--- config.mk ---
export PLATFORM = sky130hd
export DESIGN_NAME = instruction_fetcher
export DESIGN_NICKNAME = d
export VERILOG_FILES = /design/src/rtl/instruction_fetcher.sv
export SDC_FILE = /design/constraint.sdc
export NUM_CORES = 1
export LEC_CHECK = 0
export BUFFER_PORTS_ARGS = -buffer_cell sky130_fd_sc_hd__buf_2
export CORE_AREA = 8 8 132 159
export DETAILED_ROUTE_END_ITERATION = 8
export DIE_AREA = 0 0 140 167
export RECOVER_POWER = 50
export SYNTH_ARGS = -nofsm -noshare
export SYNTH_HDL_FRONTEND = slang
export SYNTH_SLANG_ARGS = --single-unit
--- constraint.sdc ---
create_clock -name clk -period 5.45 [get_ports clk]
set_input_delay 1.09 -clock clk [delete_from_list [all_inputs] [get_ports clk]]
set_output_delay 1.09 -clock clk [all_outputs]
set_load 0.02 [all_outputs]
--- src/rtl/instruction_fetcher.sv ---
// Instruction fetcher with a single-entry last-fetch buffer; hit: accept->instr_valid 1 cycle, miss: accept->mem_req 1 cycle, rsp->instr_valid 1 cycle.
// One transaction at a time: fetch_ready only in IDLE; mem request and instruction outputs held until their handshakes.
module instruction_fetcher #(
    parameter int ADDR_WIDTH    = 32,
    parameter int INSTR_WIDTH   = 32,
    parameter int WARP_ID_WIDTH = 2
) (
    input  logic                     clk,
    input  logic                     reset,
    input  logic                     fetch_valid,
    output logic                     fetch_ready,
    input  logic [ADDR_WIDTH-1:0]    fetch_pc,
    input  logic [WARP_ID_WIDTH-1:0] fetch_warp,
    input  logic                     flush,
    output logic                     mem_req_valid,
    input  logic                     mem_req_ready,
    output logic [ADDR_WIDTH-1:0]    mem_req_addr,
    input  logic                     mem_rsp_valid,
    input  logic [INSTR_WIDTH-1:0]   mem_rsp_data,
    output logic                     instr_valid,
    input  logic                     instr_ready,
    output logic [INSTR_WIDTH-1:0]   instr_data,
    output logic [ADDR_WIDTH-1:0]    instr_pc,
    output logic [WARP_ID_WIDTH-1:0] instr_warp,
    output logic [15:0]              hit_count
);

    typedef enum logic [1:0] {
        S_IDLE    = 2'd0,
        S_REQUEST = 2'd1,
        S_WAIT    = 2'd2,
        S_DELIVER = 2'd3
    } state_t;

    state_t                   r_state;
    state_t                   w_state_nxt;

    logic [ADDR_WIDTH-1:0]    r_pc;
    logic [WARP_ID_WIDTH-1:0] r_warp;
    logic [INSTR_WIDTH-1:0]   r_data;
    logic [15:0]              r_hit_count;

    logic                     r_buf_vld;
    logic [ADDR_WIDTH-1:0]    r_buf_tag;
    logic [INSTR_WIDTH-1:0]   r_buf_data;

    logic                     w_accept;
    logic                     w_hit;
    logic                     w_rsp;

    // A flush in the accept cycle forces a miss even if the tag matches.
    assign w_accept = (r_state == S_IDLE) && fetch_valid;
    assign w_hit    = r_buf_vld && (r_buf_tag == fetch_pc) && !flush;
    assign w_rsp    = (r_state == S_WAIT) && mem_rsp_valid;

    always_comb begin
        w_state_nxt = r_state;
        case (r_state)
            S_IDLE: begin
                if (fetch_valid) begin
                    w_state_nxt = w_hit ? S_DELIVER : S_REQUEST;
                end
            end
            S_REQUEST: begin
                if (mem_req_ready) begin
                    w_state_nxt = S_WAIT;
                end
            end
            S_WAIT: begin
                if (mem_rsp_valid) begin
                    w_state_nxt = S_DELIVER;
                end
            end
            S_DELIVER: begin
                if (instr_ready) begin
                    w_state_nxt = S_IDLE;
                end
            end
            default: w_state_nxt = S_IDLE;
        endcase
    end

    always_ff @(posedge clk or posedge reset) begin
        if (reset) begin
            r_state <= S_IDLE;
        end else begin
            r_state <= w_state_nxt;
        end
    end

    always_ff @(posedge clk or posedge reset) begin
        if (reset) begin
            r_pc        <= '0;
            r_warp      <= '0;
            r_data      <= '0;
            r_hit_count <= '0;
        end else begin
            if (w_accept) begin
                r_pc   <= fetch_pc;
                r_warp <= fetch_warp;
                if (w_hit) begin
                    r_data <= r_buf_data;
                    if (r_hit_count != 16'hFFFF) begin
                        r_hit_count <= r_hit_count + 16'd1;
                    end
                end
            end
            if (w_rsp) begin
                r_data <= mem_rsp_data;
            end
        end
    end

    // Flush wins over a same-cycle refill so stale program words never get cached.
    always_ff @(posedge clk or posedge reset) begin
        if (reset) begin
            r_buf_vld  <= 1'b0;
            r_buf_tag  <= '0;
            r_buf_data <= '0;
        end else if (flush) begin
            r_buf_vld <= 1'b0;
        end else if (w_rsp) begin
            r_buf_vld  <= 1'b1;
            r_buf_tag  <= r_pc;
            r_buf_data <= mem_rsp_data;
        end
    end

    assign fetch_ready   = (r_state == S_IDLE);
    assign mem_req_valid = (r_state == S_REQUEST);
    assign mem_req_addr  = r_pc;
    assign instr_valid   = (r_state == S_DELIVER);
    assign instr_data    = r_data;
    assign instr_pc      = r_pc;
    assign instr_warp    = r_warp;
    assign hit_count     = r_hit_count;

endmodule

Word-level counts from Yosys, hierarchy flattened --
Index checks and enable logic that the tools add are counted.
Operators by class: bitwise logic cells 1, div/mod/pow operators 0, $lt $le $gt $ge 0, shift operators 0, equal/unequal tests 9, $mul 0, reductions and logical operators 13, mux-type cells 11, $add $sub $neg 1
Operators by type and width (number):
- 2-to-1 mux 32 bit | 3
- equality test 32 bit | 1
- adder 16 x 1 -> 16 bit, second input constant | 1
- inequality test 16 bit, second input constant | 1
- 2-to-1 mux 2 bit | 5
- case mux 2 bit (4 select lines) | 1
- nonzero test 2 bit | 3
- equality test 2 bit, second input constant | 2
- logical AND 1 bit | 4
- inequality test 2 x 1 -> 1 bit, second input constant | 2
- inequality test 2 bit, second input constant | 2
- AND reduction 2 bit | 2
- AND reduction 4 bit | 1
- AND reduction 3 bit | 1
- equality test 2 x 1 -> 1 bit, second input constant | 1
- logical NOT 2 bit | 1
- 2-to-1 mux 1 bit | 2
- logical NOT 1 bit | 1
- NOT 1 bit | 1
Storage, ports and cells: bits in read-only memories 0, input bits 73, memories 0, bits in writable memories 0, register bits after elaboration 149, output and inout port bits 117, logic and storage cells 43, bits in latches 0

Depth between registers and ports, before layout --
Gate-level depths: netlist of the first run.
word-level depth 6, gate-level depth with buffers 8, depth with buffers taken out 7

Least setup slack after synthesis of the first run --
No wires, ideal clock.
kind input-to-reg, start input fetch_pc[11], end register r_hit_count[1] (netlist: hit_count[1]), buffers on the path 0, stages on the path 6, required time 5.322 ns, data arrival time 2.430 ns, library setup time 0.128 ns, slack 2.892 ns, path through xnor2_1 -> nand4_1 -> nor4_2 -> nand4_2 -> nor2_1 -> mux2_1
On the way: longest elaborated chain between the ends 4
RTL lines:
- start: declaration | RTL line 12 | input logic [ADDR_WIDTH-1:0] fetch_pc,
- equality test 32 bit | RTL line 53 | assign w_hit = r_buf_vld && (r_buf_tag == fetch_pc) && !flush;
- logical AND 1 bit (2 in a row) | RTL line 53
- AND reduction 3 bit (no line)
- end signal: assignment | RTL line 104 | r_hit_count <= r_hit_count + 16'd1;
- end: declaration | RTL line 41 | logic [15:0] r_hit_count;
No other way between the ends. A chain may end at the register's enable or synchronous reset.

Worst setup path in the final report of the first run --
start input fetch_pc[4], end register r_data[29] (netlist: instr_data[29])
On the way: longest elaborated chain between the ends 5
RTL lines:
- equality test 32 bit | RTL line 53
- logical AND 1 bit (2 in a row) | RTL line 53
- nonzero test 2 bit (no line)
- AND reduction 2 bit (no line)
- end signal: assignment | RTL line 102 | r_data <= r_buf_data;
- end signal: assignment | RTL line 109 | r_data <= mem_rsp_data;
- end: declaration | RTL line 40 | logic [INSTR_WIDTH-1:0] r_data;
No other way between the ends.

==> results of run 1 <==
## stage by stage
step                worst slack, ns  total power [mW]
floorplan                     0.352              3.36
global placement               1.89              3.81
detailed placement             1.82              3.87
CTS                            2.29              5.06
global route                   1.99              5.21
finish                         2.33              4.88
## power by group
group	total, mW	internal, mW	switching [mW]
logic	1.78	0.728	1.05
clock network	1.15	0.650	0.504
registers	1.95	1.61	0.345
## logic make-up after synthesis
logic type,share of synthesized area (%)
muxes,21.4
and+or+nand+nor,7.52
xor gates and xnor gates,6.14
buffers and inverters,5.38
DFF,55.6
AOI/OAI and AO/OA,3.00
adders and majority gates,0.933
## per-layer routing
metal	GRT usage, %	wire length, um	up-vias
met4	5.53	283	0
met1	15.3	6490	2243
met2	24.5	8190	109
met3	4.32	766	17
met5	0	0	-
li1	-	-	2095
## sequential cells by signal (all words and copies together) (netlist names)
signal      cells
instr_warp      2
instr_pc       32
r_state         2
r_buf_data     32
hit_count      16
instr_data     32
r_buf_tag      32
r_buf_vld       1
## cell usage in the layout (no fill, tap or decap), types with 6 or more instances in the layout
| cell type | Yosys | routed |
|---|---|---|
| nand2_1 | 8 | 7 |
| nor2_1 | 39 | 39 |
| xor2_1 | 15 | 15 |
| clkbuf_1 | 15 | 96 |
| dfrtp_1 | 149 | 149 |
| clkbuf_16 | 0 | 17 |
| mux2i_1 | 32 | 32 |
| buf_2 | 3 | 93 |
| mux2_2 | 98 | 97 |
| xnor2_1 | 32 | 32 |
| nand3_1 | 6 | 6 |
| inv_1 | 7 | 6 |
| nand4_1 | 10 | 10 |
| a21oi_1 | 33 | 33 |
## how the worst max path moves through the flow
stage / start / to / slack [ns]
finish: fetch_pc[4] / instr_data[29] / 2.33
global route: r_state[0] / instr_data[27] / 1.99
CTS: fetch_pc[4] / instr_data[25] / 2.29
detailed placement: fetch_pc[4] / instr_data[25] / 1.82
global placement: fetch_pc[4] / instr_data[0] / 1.89
floorplan: reset / hit_count[0] / 0.35
## cell type report
type | count | area, um^2
well taps | 228 | 285
clock inverters | 15 | 165
multi-input cells | 311 | 2630
clock buffers | 17 | 425
fillers | 1782 | 10300
flip-flops and latches | 149 | 3730
diodes | 1 | 2.50
inverters | 7 | 30.0
repair buffers | 192 | 848
==> results.yml, run 1 <==
synth:
  synthCells: 521
  yosys.area.top_type_share_pct: 55.6
  seq_area_frac_synth_pct: 55.6
  synth_seq_cells: 149
  ys.flop_type: "dfrtp_1"
  synth_largest_area_cell: "dfrtp_1"
  ys_types: 37
  avgSynthCellArea_um2: 12.9
  yosys_warnings: 0
  synthArstFlopShare_pct: 100
  syn_nets: 599
  ys_top_cells_by_area: "dfrtp_1 56%, mux2_2 16%, mux2i_1 4.8%"
  syn_area_mm2: 0.00670
  synth_common_cells: "149 x dfrtp_1, 98 x mux2_2, 39 x nor2_1"
  yosysMostFrequentCell: "dfrtp_1"
  synth_edf_count: 0
sta:
  slew_viol_final: 108
  setup_violations: 0
  fmax_mhz: 321
  hold_violations: 0
  timing.hold.ws_ns: 0.495
  finalCriticalPeriod_ns: 3.12
  slew_headroom_pct: -51.3
  fin_worst_skew_ns: 0.0138
  tightest_slew_ns: 2.27
  fin_crit_sh_pct: 57.2
  tns_ns: 0
  rsz0062_at_grt: "no"
critical_path:
  cp_slowest_cell: "nor4_2"
  start_kind: "input port"
  crit_required_ns: 5.72
  crit_path_cell_trace: "buf_2, xnor2_1, nand4_1, nor4_2, nand4_4, buf_4, mux2i_1, a21oi_1"
  critPathKind: "input port to flip-flop"
  cpPeakStageDelay_ns: 0.58
  critPathCaptureType: "flip-flop"
  cp_num_cells: 8
  reg2reg_depth: 7
  critPathTopFamily: "simple AND/OR/NAND/NOR gates"
  r2r-end: "instr_data[29]"
  reg2reg_from: "r_state[0]"
  path_buf_inv: 2
  reg2reg_slack_ns: 2.38
  crit_fanout: 26
  worstPathArrival_ns: 3.39
detailed_routing:
  drt-initial-drc-count: 190
  route.detailed.drc: 0
  viasPerCell: 4.85
  wl_mm: 15.7
  wl_per_cell_um: 17.1
  first_pass_iters: 4
  ant_nets: 0
  vias: 4464
power:
  irDropWorstVdd_uv: 241
  p_per_area_mw_per_mm2: 602
  p_leak_nw: 3.80
global_route:
  grt_pass1_vias: 4841
  antenna_found_initial: 1
  grt_pass1_wl_mm: 25.6
  grt_max_degree: 108
  track_usage_pct: 13.9
  gr-total-overflow: 0
clock_network:
  htreeDepth: 4
  cts_setup_buffers: 0
  clk-insertion-delay-late_ns: 0.42
  cts_tree: "yes"
  cts_buffer_depth: 2
  cts_resized: 0
  cts_made_buffers: 17
  clock-sinks: 149
  cts.clk_slew.worst_paths_ns: 0.06
  postCtsHoldBufs: 0
  clockRootBuffer: "clkbuf_16"
layout:
  utilization_pct: 44.0
  fin_nets: 756
  drive_gt1_share_pct: 34.4
  instances_no_fill: 920
  area_growth_pct: 21.1
  final_area_mm2: 0.00812
floorplanning:
  fp.dieW_um: 140
  io_pins: 190
  core_area_mm2: 0.0184
  die_area_mm2: 0.0234
  initial_core_util_pct: 36.4
  row_count: 55
  die_h_um: 167
placed_design:
  io_buffers: 189
  dpl.cell_count: 887
  gp_congestion: 0.731
  hpwl_mm: 11.2
  place_area_mm2: 0.00764
run_status:
  failed_checks: "max-capacitance violations, max-slew violations"
  status: "finished with violations"
min_path:
  hold_end: "hit_count[6]"
  whs_path_depth: 1
  worstHoldPathType: "flip-flop to flip-flop"
  hp-start: "hit_count[6]"
flow_run:
  drv_cap: 1
(Power assumes the default switching activity.)
==> run 2, diff against run 1 <==
==> constraint.sdc (replaced) <==
create_clock -name clk -period 2.6 [get_ports clk]
set_input_delay 0.52 -clock clk [delete_from_list [all_inputs] [get_ports clk]]
set_output_delay 0.52 -clock clk [all_outputs]
set_load 0.02 [all_outputs]
==> run 2 against run 1 <==
  * The run still ends with max-capacitance violations, max-slew violations left
  * Register-to-register slack got worse by 2.0 ns
  * Clock skew shrank 0.0016 ns
  * Hold slack got worse by 0.21 ns
  * Combinational power up 110%
  * Largest power group unchanged
  * Highest routed layer is now met5
==> results.yml, run 2 (same netlist as run 1, synthesis figures left out) <==
placed_design:
  hpwl_mm: 11.8
  gp_congestion: 0.746
  place_area_mm2: 0.00773
  io_buffers: 189
detailed_routing:
  wl_per_cell_um: 17.4
  route.detailed.drc: 0
  viasPerCell: 4.87
  wl_mm: 16.1
  ant_nets: 0
  first_pass_iters: 5
  drt-initial-drc-count: 182
  vias: 4509
clock_network:
  clk-insertion-delay-late_ns: 0.41
  cts_resized: 0
  cts_buffer_depth: 2
  cts_setup_buffers: 0
  cts_tree: "yes"
  htreeDepth: 4
  clockRootBuffer: "clkbuf_16"
  cts_made_buffers: 17
  cts.clk_slew.worst_paths_ns: 0.06
  clock-sinks: 149
  postCtsHoldBufs: 0
critical_path:
  crit_required_ns: 2.92
  start_kind: "flip-flop"
  critPathKind: "flip-flop to flip-flop"
  worstPathArrival_ns: 2.51
  critPathCaptureType: "flip-flop"
  crit_fanout: 8
sta:
  fin_crit_sh_pct: 84.1
  setup_violations: 0
  rsz0062_at_grt: "no"
  finalCriticalPeriod_ns: 2.19
  tightest_slew_ns: 1.88
  slew_viol_final: 151
  tns_ns: 0
  fmax_mhz: 457
  hold_violations: 0
  slew_headroom_pct: -25.4
  fin_worst_skew_ns: 0.0123
power:
  switching_power_mw: 3.88
  p_leak_nw: 3.96
  report.power.total_mw: 10.4
  p_per_area_mw_per_mm2: 1260
  irDropWorstVdd_uv: 529
  internal_power_mw: 6.53
  p_clk_share_pct: 24.0
  netSwitchingFraction_pct: 37.3
  seqPwrFrac_pct: 39.4
  combPwrFrac_pct: 36.7
floorplanning:
  io_pins: 190
  fp.dieW_um: 140
  row_count: 55
  die_area_mm2: 0.0234
  die_h_um: 167
  core_area_mm2: 0.0184
  initial_core_util_pct: 36.4
run_status:
  status: "finished with violations"
  failed_checks: "max-capacitance violations, max-slew violations"
layout:
  drive_gt1_share_pct: 40.3
  final_area_mm2: 0.00823
  area_growth_pct: 22.7
  final_cell_mix: "149 x dfrtp_1, 132 x buf_2, 98 x mux2_2"
  utilization_pct: 44.6
  final_common_cell: "dfrtp_1"
  fillers: 1751
  diodes: 0
  fin_nets: 763
global_route:
  grt_max_degree: 76
  grt_pass1_vias: 4877
  antenna_found_initial: 1
  grt_pass1_wl_mm: 26.1
  gr-total-overflow: 0
  track_usage_pct: 14.1
min_path:
  worstHoldPathType: "input port to flip-flop"
flow_run:
  drv_cap: 2
[run 2: layer usage]
layer  up-vias  share of wire, %  track usage (%)
met5         -             0.068                0
met4         2               1.3             4.59
met3        15               4.9             4.55
met2       108                53             24.7
met1      2271                41             16.0
li1       2113                 -                -
[run 2: final cells by class]
| cell class | instances | area (um^2) | share of cell area [%] |
|---|---|---|---|
| Timing Repair Buffer | 199 | 957 | 11.6 |
| Multi-Input combinational cell | 311 | 2630 | 31.9 |
| Clock inverter | 10 | 146 | 1.78 |
| Sequential cell | 149 | 3730 | 45.3 |
| Clock buffer | 22 | 454 | 5.52 |
| Inverter | 7 | 27.5 | 0.335 |
| Tap cell | 228 | 285 | 3.47 |
[run 2: stage by stage]
step | cells | setup WS [ns] | hold slack (ns)
global route | 926 | 0.140 | 0.273
global placement | 894 | 0.140 | 0.484
floorplan | 521 | 0.205 | 0.463
detailed placement | 894 | 0.137 | 0.491
finish | 926 | 0.412 | 0.290
CTS | 926 | 0.336 | 0.254
[run 2: worst max-delay path: stages (launching register included)]
cell and delay [ns]:
dfrtp_1 0.38, xnor2_1 0.33, nand4_1 0.19, nor3_1 0.36, nand4_4 0.21, buf_4 0.24
nor3_1 0.22, xor2_1 0.17
[run 2: power by group through the flow]
stage | clock network, mW | logic (mW) | registers, mW
after detailed placement | 0 | 4.02 | 4.14
after global placement | 0 | 3.94 | 4.05
after floorplan | 0 | 2.45 | 4.60
after CTS | 2.57 | 4.03 | 4.10
final | 2.49 | 3.81 | 4.10
after global routing | 2.67 | 4.14 | 4.24
[run 2: path summary, 6_finish.rpt]
path | from | endpoint | slack [ns] | cells past startpoint
min | flush | r_buf_vld | 0.29 | 2
max | r_buf_tag[5] | hit_count[3] | 0.41 | 7
min reg2reg | hit_count[15] | hit_count[15] | 0.50 | 1
max in group asynchronous | reset | r_buf_tag[1] | 0.67 | 3
min in group asynchronous | reset | hit_count[0] | 0.78 | 3
max reg2reg | r_buf_tag[5] | hit_count[3] | 0.41 | 7
